`config.mk`:
```
export PLATFORM = sky130hd
export DESIGN_NAME = clk_rate_ctrl
export DESIGN_NICKNAME = d
export VERILOG_FILES = /design/src/rtl/clk_rate_pkg.sv /design/src/rtl/clk_rate_table.sv /design/src/rtl/clk_rate_ctrl.sv
export SDC_FILE = /design/constraint.sdc
export NUM_CORES = 1
export LEC_CHECK = 0
export ABC_AREA = 0
export CELL_PAD_IN_SITES_DETAIL_PLACEMENT = 1
export CELL_PAD_IN_SITES_GLOBAL_PLACEMENT = 1
export CORE_MARGIN = 1.5
export CORE_UTILIZATION = 51
export CTS_CLUSTER_DIAMETER = 40
export DETAILED_ROUTE_END_ITERATION = 16
export PLACE_DENSITY = 0.83
export REMOVE_ABC_BUFFERS = 1
export SLEW_MARGIN = 10
export SYNTH_ARGS = -nofsm -noshare
export SYNTH_HDL_FRONTEND = slang
export SYNTH_HIERARCHICAL = 1
export SYNTH_SLANG_ARGS = --single-unit
```
`constraint.sdc`:
```
create_clock -name CLK -period 6.9 [get_ports CLK]
set_input_delay 2.07 -clock CLK [delete_from_list [all_inputs] [get_ports CLK]]
set_output_delay 2.07 -clock CLK [all_outputs]
set_load 0.1 [all_outputs]
```
`src/rtl/clk_rate_pkg.sv`:
```
// Shared widths, rate table and FSM encoding for the programmable timebase.
package clk_rate_pkg;

    localparam int unsigned IDX_W     = 3;
    localparam int unsigned CNT_W     = 32;
    localparam int unsigned NUM_RATES = 1 << IDX_W;

    typedef logic [IDX_W-1:0] idx_t;
    typedef logic [CNT_W-1:0] cnt_t;

    // Half-period terminal counts at 100 MHz, index 0 = 1 Hz .. index 7 = 20 kHz.
    localparam cnt_t RATE_LIMIT [NUM_RATES] = '{
        32'd49_999_999,
        32'd9_999_999,
        32'd4_999_999,
        32'd2_499_999,
        32'd499_999,
        32'd9_999,
        32'd4_999,
        32'd2_499
    };

    localparam logic [1:0] StRun      = 2'd0;
    localparam logic [1:0] StWaitEdge = 2'd1;
    localparam logic [1:0] StApply    = 2'd2;

endpackage

```
`src/rtl/clk_rate_table.sv`:
```
// Combinational rate ROM: index to divider terminal count, with optional down-shift.
module clk_rate_table
    import clk_rate_pkg::*;
#(
    parameter int unsigned LIMIT_SHIFT = 0
) (
    input  logic [IDX_W-1:0] idx,
    output logic [CNT_W-1:0] limit
);

    always_comb begin
        limit = RATE_LIMIT[idx] >> LIMIT_SHIFT;
    end

endmodule

```
`src/rtl/clk_rate_ctrl.sv`:
```
// Timebase divider with run-time rate selection; rate changes land only at full-period boundaries.
module clk_rate_ctrl
    import clk_rate_pkg::*;
#(
    parameter int unsigned DEFAULT_IDX = 4,
    parameter int unsigned LIMIT_SHIFT = 0
) (
    input  logic             CLK,
    input  logic             RESET,
    input  logic             btn_up,
    input  logic             btn_down,
    input  logic             cfg_load,
    input  logic [IDX_W-1:0] cfg_idx,
    input  logic             lock,
    output logic             clk_out,
    output logic             tick,
    output logic [IDX_W-1:0] rate_idx,
    output logic             pending
);

    localparam logic [IDX_W-1:0] DefIdx   = IDX_W'(DEFAULT_IDX);
    localparam logic [CNT_W-1:0] DefLimit = RATE_LIMIT[DefIdx] >> LIMIT_SHIFT;

    logic [CNT_W-1:0] cnt_q, cnt_d;
    logic [CNT_W-1:0] limit_q, limit_d;
    logic [CNT_W-1:0] new_limit;
    logic             clk_out_q, clk_out_d;
    logic             tick_q, tick_d;
    logic             pending_q, pending_d;
    logic [IDX_W-1:0] rate_q, rate_d;
    logic [IDX_W-1:0] pend_q, pend_d;
    logic [IDX_W-1:0] base, req_idx;
    logic [1:0]       state_q, state_d;
    logic             wrap, boundary, req_valid;

    clk_rate_table #(
        .LIMIT_SHIFT (LIMIT_SHIFT)
    ) u_table (
        .idx   (pend_q),
        .limit (new_limit)
    );

    always_comb begin
        wrap      = (cnt_q == limit_q);
        // End of a high half is the only place a new limit may take effect.
        boundary  = (state_q == StWaitEdge) && wrap && clk_out_q;

        cnt_d     = wrap ? '0 : cnt_q + CNT_W'(1);
        clk_out_d = wrap ? ~clk_out_q : clk_out_q;
        tick_d    = wrap && !clk_out_q;
        limit_d   = boundary ? new_limit : limit_q;
        rate_d    = boundary ? pend_q : rate_q;

        base      = pending_q ? pend_q : rate_q;
        req_valid = !lock && (cfg_load || (btn_up ^ btn_down));
        if (cfg_load) begin
            req_idx = cfg_idx;
        end else if (btn_up) begin
            req_idx = (base == '1) ? base : base + IDX_W'(1);
        end else begin
            req_idx = (base == '0) ? base : base - IDX_W'(1);
        end

        pend_d    = pend_q;
        pending_d = pending_q;
        if (req_valid) begin
            pend_d    = req_idx;
            pending_d = (req_idx != rate_d);
        end else if (boundary) begin
            pending_d = 1'b0;
        end

        state_d = state_q;
        case (state_q)
            StRun:      if (pending_q) state_d = StWaitEdge;
            StWaitEdge: if (boundary) state_d = StApply;
            StApply:    state_d = StRun;
            default:    state_d = StRun;
        endcase
    end

    always_ff @(posedge CLK) begin
        if (RESET) begin
            cnt_q     <= '0;
            limit_q   <= DefLimit;
            clk_out_q <= 1'b0;
            tick_q    <= 1'b0;
            rate_q    <= DefIdx;
            pend_q    <= DefIdx;
            pending_q <= 1'b0;
            state_q   <= StRun;
        end else begin
            cnt_q     <= cnt_d;
            limit_q   <= limit_d;
            clk_out_q <= clk_out_d;
            tick_q    <= tick_d;
            rate_q    <= rate_d;
            pend_q    <= pend_d;
            pending_q <= pending_d;
            state_q   <= state_d;
        end
    end

    assign clk_out  = clk_out_q;
    assign tick     = tick_q;
    assign rate_idx = rate_q;
    assign pending  = pending_q;

endmodule

```
Word-level counts from Yosys, hierarchy flattened
Memories as Yosys holds them, arrays and structs flattened. A register that Yosys moved wholly into a read port is not among the register bits.
Cells that the tools add are included.
{"block": "totals", "register_bits": 43, "rom_bits": 256, "output_inout_bits": 6, "word_cells": 43, "n_memories": 1}
{"block": "classes", "n_addsub": 3, "n_eq_ne": 6, "mux": 11, "n_bitwise": 3, "reduce_logical": 12}
{"memory": "(name not given)", "words": 8, "word_bits": 32, "rd": 1, "rd_clocked_by_memory_dff": 1, "write_ports": 0, "line_no": "clk_rate_table.sv:12", "source": "limit = RATE_LIMIT[idx] >> LIMIT_SHIFT;"}
{"op": "$add 32x1->32 const B", "count": 1}
{"op": "$eq 32x32->1", "count": 1}
{"op": "$mux 3", "count": 6}
{"op": "$logic_and 1x1->1", "count": 4}
{"op": "$mux 2", "count": 2}
{"op": "$ne 2x2->1 const B", "count": 2}
{"op": "$not 3->4", "count": 1}
{"op": "$pmux 2 s2", "count": 1}
{"op": "$add 3x1->3 const B", "count": 1}
{"op": "$eq 3x3->1 const B", "count": 1}
{"op": "$logic_not 3->1", "count": 1}
{"op": "$ne 3x3->1", "count": 1}
{"op": "$sub 3x1->3 const B", "count": 1}
{"op": "$eq 2x1->1 const B", "count": 1}
{"op": "$logic_not 1->1", "count": 2}
{"op": "$logic_not 2->1", "count": 1}
{"op": "$mux 1", "count": 2}
{"op": "$reduce_and 2->1", "count": 1}
{"op": "$reduce_bool 2->1", "count": 1}
{"op": "$reduce_or 2->1", "count": 1}
{"op": "$logic_or 1x1->1", "count": 1}
{"op": "$not 1->1", "count": 1}
{"op": "$xor 1x1->1", "count": 1}

Depth between registers and ports, before layout
Gate-level depths: netlist of the first run.
{"block": "depth", "word_depth": 7, "ltp_mapped": 10, "mapped_depth_nobuf": 10}

By module
The synthesis of the first run kept the hierarchy.
{"module": "clk_rate_ctrl", "n_inst": 1, "cells_per_inst": 368, "area_each_um2": 3443.3}
{"module": "clk_rate_table", "n_inst": 1, "cells_per_inst": 52, "area_each_um2": 335.3}

Worst setup path before layout of the first run
OpenSTA, ideal clock, no wires.
{"block": "synth_timing", "path_kind": "in2reg", "from": "input btn_up", "to": "register pending_q (netlist: pending)", "arrival_time_ps": 3019, "required_ps": 6775, "slack_ps": 3756, "path_stages": 6, "n_path_buf": 0, "path_cell_list": "a21oi_1 a31oi_1 a221oi_1 a21oi_1 xnor2_1 o41a_1"}
{"block": "synth_between", "elab_chain_len": 4, "word_cells_on_any_way": 8, "classes_between": "1 x eq/ne; 3 x mux; 1 x bitwise; 3 x reduce/logical"}
{"item": "from (decl)", "line_no": "clk_rate_ctrl.sv:10", "source": "input logic btn_up,"}
{"item": "$mux 3 / $xor 1x1->1 (equally long branches)", "line_no": "clk_rate_ctrl.sv:58, clk_rate_ctrl.sv:55"}
{"item": "$mux 3 / $logic_or 1x1->1 (equally long branches)", "line_no": "clk_rate_ctrl.sv:56, clk_rate_ctrl.sv:55"}
{"item": "$ne 3x3->1 / $logic_and 1x1->1 (equally long branches)", "line_no": "clk_rate_ctrl.sv:68, clk_rate_ctrl.sv:55"}
{"item": "$mux 1 / $reduce_bool 2->1 (equally long branches)"}
{"item": "to (signal assigned)", "line_no": "clk_rate_ctrl.sv:99", "source": "pending_q <= pending_d;"}
{"item": "to (decl)", "line_no": "clk_rate_ctrl.sv:29", "source": "logic pending_q, pending_d;"}
Several ways; a longest one is shown, not always the timed one.
A chain may end at the register's enable or synchronous reset.

Worst setup path in the final report of the first run
{"block": "layout_timing", "from": "register pending_q (netlist: pending)", "to": "output pending"}
{"item": "to (decl)", "line_no": "clk_rate_ctrl.sv:18", "source": "output logic pending"}
No word-level cell between the ends.

==> reports/metrics.yaml, run 1 <==
status: "completed"
top_layer: "met4"
setup_viol: 0
rsz0062_at_grt: "false"
cp-end-kind: "primary output"
first_iter_violations: 89
synthesis.area_sq_um: 3780
timing.fmax_mhz: 243
fin_crit_ns: 4.11
nets: 445
p_sw_share_pct: 23.8
cts_setup_buffers: 0
crit_type: "flop to primary output"
worst-path-buf-inv: 1
fin_util_pct: 56.8
drtAntennaViolNets: 0
power.internal_uw: 661
clk_pin_slew_worst_paths_ns: 0.08
r2r_cells: 8
hold_class: "flop to flop"
slowest_delay_ns: 1.20
ys_ff_latch: 75
start_util_pct: 52.4
cts_buffer_depth: 2
combPwrFrac_pct: 6.7
die_w_microns: 89.1
cp_top_family: "buffers and inverters"
cts.sinks: 75
critPathSlowestCell: "clkdlybuf4s50_1"
synth_seq_area_share_pct: 39.7
cts-root-buf: "clkbuf_8"
fillers: 880
port_buffers: 14
slew_headroom_pct: 27.4
tritoncts: "done"
area_growth_pct: 8.38
whs_path_depth: 1
wl_met1_mm: 3.87
cts_made_buffers: 9
worstMarginPinSlew_ns: 1.08
leakage_uw: 0.00164
p_seq_share_pct: 51.6
pin_count: 15
synth_area_per_cell_sq_um: 9.00
antenna_cells: 0
worstPathMaxFanout: 6
gp_congestion: 0.780
htree_levels: 3
drt-pass1-iter-count: 4
dieArea_sq_um: 7930
num_rows: 31
crit_required_ns: 4.83
wl_met2_mm: 4.41
slew_viol_final: 0
syn_inst: 420
finalSetupTns_ns: 0
drc: 0
cp_num_cells: 1
maxCapViolations: 0
ir_drop_mv: 0.100
antenna_found_initial: 0
ctsResizeCount: 0
vias_per_cell: 5.30
coreArea_sq_um: 7210
grt_max_degree: 45
grt-ovfl-total: 0
drt-total-wl_mm: 8.72
hpwlAfterDp_mm: 6.10
routed-via-count: 2799
skew_ns: 0.0105
insertion_delay_ns: 0.35
grt_pass1_wl_mm: 14.2
cp.arrival_ns: 2.04
grt_pass1_vias: 2877
start_kind: "flop"
die_h_microns: 89.1
hold_buffers: 0
crit_chain: "clkdlybuf4s50_1"
wire_per_inst_microns: 16.5
layout-drive-gt1-share_pct: 5.59
synth_cell_types: 39
grt_use_total_pct: 23.9
yosysWarningCount: 6
dr_wl_met3_microns: 289
switchingPower_uw: 207
min_period_over_period_pct: 59.6
power_density_nw_per_um2: 212
finalHoldViolCount: 0
p_clk_share_pct: 41.8
-- area by class of cell --
| class | count | area, sq um | share of cell area (%) |
|---|---|---|---|
| clock buffers | 10 | 128 | 3.12 |
| clock inverters | 5 | 78.8 | 1.92 |
| inverters | 15 | 56.3 | 1.37 |
| multi-input cells | 308 | 2050 | 50.1 |
| flip-flops and latches | 75 | 1500 | 36.7 |
| well taps | 99 | 124 | 3.02 |
| repair buffers | 16 | 155 | 3.79 |
-- flip-flops by register name, summed over array words and instances (netlist names) --
register,flops
clk_out,1
cnt_q,32
limit_q,32
pend_q,3
pending,1
rate_idx,3
state_q,2
tick,1
-- metrics by stage --
stage | cell area, sq um | hold WS, ns | power [uW] | std cells | setup WS (ns)
finish | 4100 | 0.415 | 867 | 528 | 2.79
global route | 4100 | 0.462 | 901 | 528 | 2.72
CTS | 4100 | 0.417 | 874 | 528 | 2.77
detailed placement | 3890 | 0.412 | 515 | 513 | 3.00
global placement | 3890 | 0.396 | 512 | 513 | 3.07
floorplan | 3610 | 0.389 | 491 | 398 | 2.94
-- cell families (layout without fill, tap and decap cells) --
family / Yosys count / count (layout) / synth area share, %
XOR/XNOR: 68 / 68 / 15.8
AO/OA/AOI/OAI: 33 / 33 / 6.13
flip-flops: 75 / 75 / 39.7
multiplexers: 27 / 27 / 7.19
other: 2 / 9 / 0.199
buffers and inverters: 44 / 46 / 6.66
AND/OR/NAND/NOR: 160 / 160 / 20.7
adder cells (fa/ha/maj): 11 / 11 / 3.64
-- worst paths after layout --
check                          startpoint                 endpoint  slack, ns
setup / recovery     pending$_SDFFE_PP0P_                  pending       2.79
hold / removal    state_q[1]$_SDFFE_PP0P_  state_q[0]$_SDFFE_PP0P_       0.42
setup reg to reg     cnt_q[18]$_SDFF_PP0_     pending$_SDFFE_PP0P_       3.11
hold reg to reg   state_q[1]$_SDFFE_PP0P_  state_q[0]$_SDFFE_PP0P_       0.42
-- Yosys cell counts --
library cell	count	area [sq um]
nor4_1	9	56.3
nor2b_1	16	100
nand4_1	7	43.8
nand3_1	11	55.1
o21ai_2	1	8.76
a211o_1	12	105
conb_1	2	7.51
ha_1	11	138
o21ai_0	3	15.0
or2_2	2	12.5
nor3_1	3	15.0
inv_1	14	52.6
nor3b_1	1	7.51
o21ai_1	2	10.0
xnor2_1	14	123
nand2_1	19	71.3
mux2i_1	26	260
mux2_2	1	11.3
a221oi_1	1	8.76
nand2b_1	2	12.5
and2_1	1	6.26
nand2_2	1	6.26
clkbuf_1	10	37.5
xor2_1	54	473
and4_1	3	26.3
buf_6	4	45.0
inv_2	1	3.75
and2b_1	1	7.51
nand3b_1	1	7.51
dfxtp_1	75	1500
o41a_1	1	11.3
or2_4	1	8.76
nor2_1	73	274
a211oi_1	2	15.0
a21oi_1	9	45.0
buf_4	15	113
nor4_4	1	21.3
a31oi_1	2	12.5
and3_1	8	50.1
-- power by group through the flow --
stage                     registers [uW]  logic (uW)  clock network [uW]
after floorplan                      458        33.4                   0
after global placement               457        55.3                   0
after detailed placement             458        57.3                   0
after CTS                            447        57.8                 369
after global routing                 449        64.8                 387
final                                447        57.9                 362
-- cell usage in the layout, fill, tap and decap left out, types with 3 or more instances in the layout --
cell type,n
dfxtp_1,75
nor2_1,73
xor2_1,54
mux2i_1,26
nand2_1,19
nor2b_1,16
inv_1,14
xnor2_1,14
clkdlybuf4s50_1,14
a211o_1,12
nand3_1,11
ha_1,11
nor4_1,9
a21oi_1,9
clkbuf_8,9
conb_1,9
and3_1,8
nand4_1,7
o21ai_0,3
nor3_1,3
and4_1,3
-- per-layer routing --
metal  vias to the layer above  track usage [%]
met5                         -                0
met4                         0             8.39
met3                         9             4.99
met2                        40             43.3
met1                      1374             28.0
li1                       1376                -
Power figures use the tool's default switching activity.
==> run 2: changes to the inputs <==
--- a/config.mk
+++ b/config.mk
@@ -9,10 +9,10 @@
 export CELL_PAD_IN_SITES_DETAIL_PLACEMENT = 1
 export CELL_PAD_IN_SITES_GLOBAL_PLACEMENT = 1
 export CORE_MARGIN = 1.5
-export CORE_UTILIZATION = 51
+export CORE_UTILIZATION = 43
 export CTS_CLUSTER_DIAMETER = 40
 export DETAILED_ROUTE_END_ITERATION = 16
-export PLACE_DENSITY = 0.83
+export PLACE_DENSITY = 0.74
 export REMOVE_ABC_BUFFERS = 1
 export SLEW_MARGIN = 10
 export SYNTH_ARGS = -nofsm -noshare
==> constraint.sdc (replaced) <==
create_clock -name CLK -period 3.7 [get_ports CLK]
set_input_delay 1.11 -clock CLK [delete_from_list [all_inputs] [get_ports CLK]]
set_output_delay 1.11 -clock CLK [all_outputs]
set_load 0.1 [all_outputs]
==> run 2 against run 1 <==
  * Count of clock-buffer cells in the layout is 2 higher
  * Via count is 1.6% lower
  * Largest power group unchanged
  * Largest cell class unchanged
  * Clock skew is 0.0037 ns lower
  * Critical endpoint is now limit_q[8]$_SDFFE_PP1N_
  * Critical path depth is 6 higher
  * Die area is 18% higher
  * Sequential cell count stayed put
  * Power is 76% higher
  * Worst setup slack worse by 2.0 ns
==> reports/metrics.yaml, run 2 (synthesized netlist as in run 1, its figures left out) <==
min_period_over_period_pct: 78.9
htree_levels: 3  # unchanged
cp.arrival_ns: 3.16  # +1.12 ns
cts.sinks: 75  # unchanged
coreArea_sq_um: 8640  # +20%
grt_pass1_vias: 2880  # +0.10%
hold_class: "flop to flop"
drt-total-wl_mm: 8.27  # -5.1%
routed-via-count: 2753  # -1.6%
grt_pass1_wl_mm: 13.9  # -2.2%
power_density_nw_per_um2: 373  # +76%
tritoncts: "done"
crit_type: "flop to flop"
reg_top3: "cnt_q: 32 flops, limit_q: 32 flops"
antenna_cells: 0  # unchanged
slew_viol_final: 0  # unchanged
port_buffers: 14  # unchanged
grt_use_total_pct: 18.5  # -5.4 points
worstPathMaxFanout: 32  # +26
critPathSlowestCell: "nor4_1"
ctsResizeCount: 0  # unchanged
vias_per_cell: 5.09  # -4.0%
timing.fmax_mhz: 343
maxCapViolations: 0  # unchanged
crit_required_ns: 3.94  # -0.89 ns
first_iter_violations: 82  # -7.9%
status: "completed"
insertion_delay_ns: 0.35  # about the same
leakage_uw: 0.00165  # +0.42%
start_util_pct: 43.8  # -8.6 points
hpwlAfterDp_mm: 6.05  # -0.76%
fin_util_pct: 47.3  # -9.4 points
grt-ovfl-total: 0  # unchanged
fin_crit_ns: 2.92
nets: 448  # +0.67%
setup_viol: 0  # unchanged
layout-drive-gt1-share_pct: 7.85  # +2.3 points
crit_chain: "xor2_1 > nor4_1 > nand4_1 > nor4_4 > buf_4 > nor2b_1 > a211o_1"
finalSetupTns_ns: 0  # unchanged
cts_setup_buffers: 0  # unchanged
worst-path-buf-inv: 1  # unchanged
finalHoldViolCount: 0  # unchanged
drt-pass1-iter-count: 4  # unchanged
slowest_delay_ns: 0.56  # -0.64 ns
start_kind: "flop"
rsz0062_at_grt: "false"
clk_pin_slew_worst_paths_ns: 0.08  # about the same
worstMarginPinSlew_ns: 0.779  # -0.302 ns
die_w_microns: 96.7  # +8.6%
wire_per_inst_microns: 15.3  # -7.3%
cts-root-buf: "clkbuf_8"
slew_headroom_pct: 47.7  # +20 points
cts_buffer_depth: 2  # unchanged
cp-end-kind: "flop"
layout_common_cells: "dfxtp_1, nor2_1, xor2_1, mux2i_1, nand2_1"
antenna_found_initial: 0  # unchanged
area_growth_pct: 8.18
dieArea_sq_um: 9360  # +18%
drc: 0  # unchanged
skew_ns: 0.00676  # -0.00370 ns
hold_buffers: 0  # unchanged
pin_count: 15  # unchanged
cp_top_family: "simple AND/OR/NAND/NOR gates"
fillers: 1038  # +18%
drtAntennaViolNets: 0  # unchanged
gp_congestion: 0.775  # -0.58%
grt_max_degree: 44  # -2.2%
cts_made_buffers: 9  # unchanged
hold_ws_ns: 0.424  # +0.00851 ns
num_rows: 34  # +9.7%
layout_commonest_cell: "dfxtp_1"
ir_drop_mv: 0.139  # +39%
die_h_microns: 96.7  # +8.6%
-- run 2: metrics by stage --
stage	instances	area [sq um]	setup WS, ns	power, uW
after floorplan	398	3610	-0.264	916
after global placement	525	3910	0.812	959
after detailed placement	525	3910	0.710	964
after CTS	541	4090	0.778	1540
after global routing	541	4090	0.595	1590
final	541	4090	0.782	1530
-- run 2: where the power goes --
group	switching, uW	internal, uW
Combinational	73.5	44.1
Sequential	12.1	814
Clock	303	278
Total	389	1140
-- run 2: routing by layer --
layer / vias up / share of wire [%] / track usage [%] / wire length, microns
met2: 25 / 48 / 31.1 / 3960
met5: - / 0 / 0 / 0
met3: 14 / 1.9 / 2.96 / 159
li1: 1376 / - / - / -
met1: 1338 / 48 / 23.4 / 3970
met4: 0 / 2.2 / 8.25 / 185
-- run 2: area by class of cell --
class,count,area [sq um],share of cell area (%)
multi-input cells,308,2050,50.2
flip-flops and latches,75,1500,36.7
repair buffers,19,163,3.98
clock buffers,12,155,3.80
well taps,108,135,3.31
inverters,15,56.3,1.38
clock inverters,4,25.0,0.612
-- run 2: path summary, 6_finish.rpt --
path	startpoint	end	slack, ns	cells after the start
worst max-delay path	cnt_q[0]$_SDFF_PP0_	limit_q[8]$_SDFFE_PP1N_	0.78	7
worst min-delay path	state_q[1]$_SDFFE_PP0P_	state_q[0]$_SDFFE_PP0P_	0.42	1
worst max register to register	cnt_q[0]$_SDFF_PP0_	limit_q[8]$_SDFFE_PP1N_	0.78	7
worst min register to register	state_q[1]$_SDFFE_PP0P_	state_q[0]$_SDFFE_PP0P_	0.42	1
-- run 2: worst reg2reg max path: cells and delay by family (launching register included) --
family / cells / cell delay, ns
compound gates: 1 / 0.29
xor+xnor: 1 / 0.12
buf+inv: 1 / 0.47
flops: 1 / 0.47
simple gates: 4 / 1.46
==> run 3: changes to the inputs <==
--- a/config.mk
+++ b/config.mk
@@ -9,10 +9,10 @@
 export CELL_PAD_IN_SITES_DETAIL_PLACEMENT = 1
 export CELL_PAD_IN_SITES_GLOBAL_PLACEMENT = 1
 export CORE_MARGIN = 1.5
-export CORE_UTILIZATION = 43
+export CORE_UTILIZATION = 47
 export CTS_CLUSTER_DIAMETER = 40
 export DETAILED_ROUTE_END_ITERATION = 16
-export PLACE_DENSITY = 0.74
+export PLACE_DENSITY = 0.77
 export REMOVE_ABC_BUFFERS = 1
 export SLEW_MARGIN = 10
 export SYNTH_ARGS = -nofsm -noshare
==> constraint.sdc (replaced) <==
create_clock -name CLK -period 2.8 [get_ports CLK]
set_input_delay 0.84 -clock CLK [delete_from_list [all_inputs] [get_ports CLK]]
set_output_delay 0.84 -clock CLK [all_outputs]
set_load 0.1 [all_outputs]
==> run 3 against run 2 <==
  * Clock skew is 0.0054 ns higher
  * Sequential cell count stayed put
  * Count of clock-buffer cells in the layout stayed put
  * Register-to-register slack worse by 0.54 ns
  * Die area is 8.2% lower
  * Power is 45% higher
  * First-iteration DRC count is 41% higher
  * Global-route usage is 2.7 points higher
  * Via count is 1.7% higher
  * Non-clock buffer count is 14 higher
  * Clock power is 64% higher
  * Combinational power is 46% higher
  * Critical path type unchanged
  * Largest cell class unchanged
  * Highest routed layer unchanged
==> reports/metrics.yaml, run 3 (synthesized netlist as in run 1, its figures left out) <==
htree_levels: 3  # unchanged
cp.arrival_ns: 2.80  # -0.36 ns
endpoint: "pending$_SDFFE_PP0P_"
cts_buffer_depth: 2  # unchanged
coreArea_sq_um: 7770  # -10%
finalSetupTns_ns: 0  # unchanged
r2r_cells: 8  # +1
cts-root-buf: "clkbuf_8"
regToRegSetupSlack_ns: 0.24  # -0.54 ns
crit_required_ns: 3.04  # -0.90 ns
nets: 462  # +3.1%
skew_ns: 0.0122  # +0.00542 ns
power.total_uw: 2210  # +45%
leakage_uw: 0.00175  # +6.4%
timing.final.ws_setup_ns: 0.240  # -0.542 ns
setup_viol: 0  # unchanged
die_w_microns: 92.7  # -4.2%
cp_num_cells: 8  # +1
whs_path_depth: 1  # unchanged
tritoncts: "done"
drt-total-wl_mm: 8.29  # +0.21%
crit_type: "flop to flop"
cts_made_buffers: 9  # unchanged
worstPathMaxFanout: 6  # -81%
reg2reg_from: "pending$_SDFFE_PP0P_"
routed-via-count: 2801  # +1.7%
cp-end-kind: "flop"
critPathSlowestCell: "dfxtp_1"
layout_common_cells: "dfxtp_1, nor2_1, xor2_1, mux2i_1, buf_4"
layout_commonest_cell: "dfxtp_1"
start_kind: "flop"
worst-path-buf-inv: 0  # -1
drtAntennaViolNets: 0  # unchanged
cp_top_family: "compound AO/OA/AOI/OAI gates"
cts.sinks: 75  # unchanged
num_rows: 32  # -5.9%
drt-pass1-iter-count: 4  # unchanged
grt_pass1_vias: 2877  # -0.10%
slew_viol_final: 0  # unchanged
grt_use_total_pct: 21.2  # +2.7 points
rsz0062_at_grt: "false"
vias_per_cell: 5.10  # +0.26%
pin_count: 15  # unchanged
finalHoldViolCount: 0  # unchanged
status: "completed"
antenna_cells: 0  # unchanged
die_h_microns: 92.7  # -4.2%
min_period_over_period_pct: 91.4  # +13 points
dieArea_sq_um: 8590  # -8.2%
maxCapViolations: 0  # unchanged
antenna_found_initial: 0  # unchanged
hpwlAfterDp_mm: 6.09  # +0.59%
start_util_pct: 48.6  # +4.9 points
drc: 0  # unchanged
port_buffers: 14  # unchanged
place_ws_ns: 0.159  # -0.551 ns
timing.rr.end: "pending$_SDFFE_PP0P_"
fin_util_pct: 54.9  # +7.5 points
grt_max_degree: 38  # -14%
area_growth_pct: 12.8
reg_top3: "cnt_q: 32 flops, limit_q: 32 flops"
slowest_delay_ns: 0.52  # -0.04 ns
clk_pin_slew_worst_paths_ns: 0.08  # about the same
grt-ovfl-total: 0  # unchanged
crit_chain: "mux2i_1 > ha_1 > ha_1 > a21oi_1 > a221oi_1 > a21oi_1 > xnor2_1 > o41a_1"
layout-drive-gt1-share_pct: 10.7  # +2.9 points
power_density_nw_per_um2: 518  # +39%
gp_congestion: 0.805  # +3.9%
fin_crit_ns: 2.56  # -0.358 ns
timing.fmax_mhz: 391  # +14%
first_iter_violations: 116  # +41%
grt_pass1_wl_mm: 14.1  # +1.2%
hold_start: "state_q[1]$_SDFFE_PP0P_"
wire_per_inst_microns: 15.1  # -1.3%
insertion_delay_ns: 0.35  # about the same
ir_drop_mv: 0.292  # +110%
worstSetupStartpoint: "pending$_SDFFE_PP0P_"
hold_class: "flop to flop"
[run 3: cell types whose count changed in the layout (fill, tap and decap cells not counted)]
cell	change
buf_12	+2
bufinv_16	+2
buf_4	+11
clkinvlp_4	-1
buf_6	+1
clkinv_2	-1
[run 3: worst reg2reg max path: cells and delay by family, from the launching register on]
| family | cells | cell delay, ns |
|---|---|---|
| adders and majority gates | 2 | 0.45 |
| xor gates and xnor gates | 1 | 0.14 |
| AOI/OAI and AO/OA | 4 | 0.90 |
| muxes | 1 | 0.44 |
| DFF | 1 | 0.52 |
[run 3: where the power goes]
part           switching, uW  leakage (uW)  total, uW  internal (uW)
registers               10.1      0.000606       1090           1080
logic                    104       0.00103        172           67.3
clock network            401      0.000113        951            550
[run 3: how the worst min path moves through the flow]
| stage | end | slack (ns) |
|---|---|---|
| floorplan | state_q[0]$_SDFFE_PP0P_ | 0.39 |
| global placement | state_q[0]$_SDFFE_PP0P_ | 0.40 |
| detailed placement | state_q[0]$_SDFFE_PP0P_ | 0.44 |
| CTS | state_q[0]$_SDFFE_PP0P_ | 0.43 |
| global route | state_q[0]$_SDFFE_PP0P_ | 0.45 |
| finish | state_q[0]$_SDFFE_PP0P_ | 0.43 |
[run 3: through the flow]
| step | instance area (sq um) | instances | hold WS [ns] |
|---|---|---|---|
| 4_1_cts | 4260 | 549 | 0.434 |
| 2_1_floorplan | 3610 | 398 | 0.389 |
| 3_3_place_gp | 4030 | 533 | 0.397 |
| 5_1_grt | 4260 | 549 | 0.449 |
| 3_5_place_dp | 4030 | 533 | 0.438 |
| 6_report | 4260 | 549 | 0.429 |
[run 3: final cells by class]
type / instances / area [sq um]
clock buffers: 12 / 155
clock inverters: 4 / 72.6
fillers: 930 / 3510
inverters: 15 / 56.3
multi-input cells: 308 / 2050
flip-flops and latches: 75 / 1500
well taps: 102 / 128
repair buffers: 33 / 297
[run 3: per-layer routing]
metal | track usage [%] | vias up | share of wire (%)
met5 | 0 | - | 0
met4 | 6.82 | 0 | 1.6
met3 | 5.83 | 10 | 2.8
met2 | 33.6 | 31 | 47
met1 | 27.9 | 1348 | 49
li1 | - | 1412 | -
[run 3: what timing repair did]
| action | in CTS | in global routing |
|---|---|---|
| hold endpoints to repair | 0 | 0 |
| gates resized for setup | 0 | 1 |
| endpoints found under the setup margin | 0 | 7 |
| hold buffers | 0 | 0 |
| setup buffers | 0 | 0 |
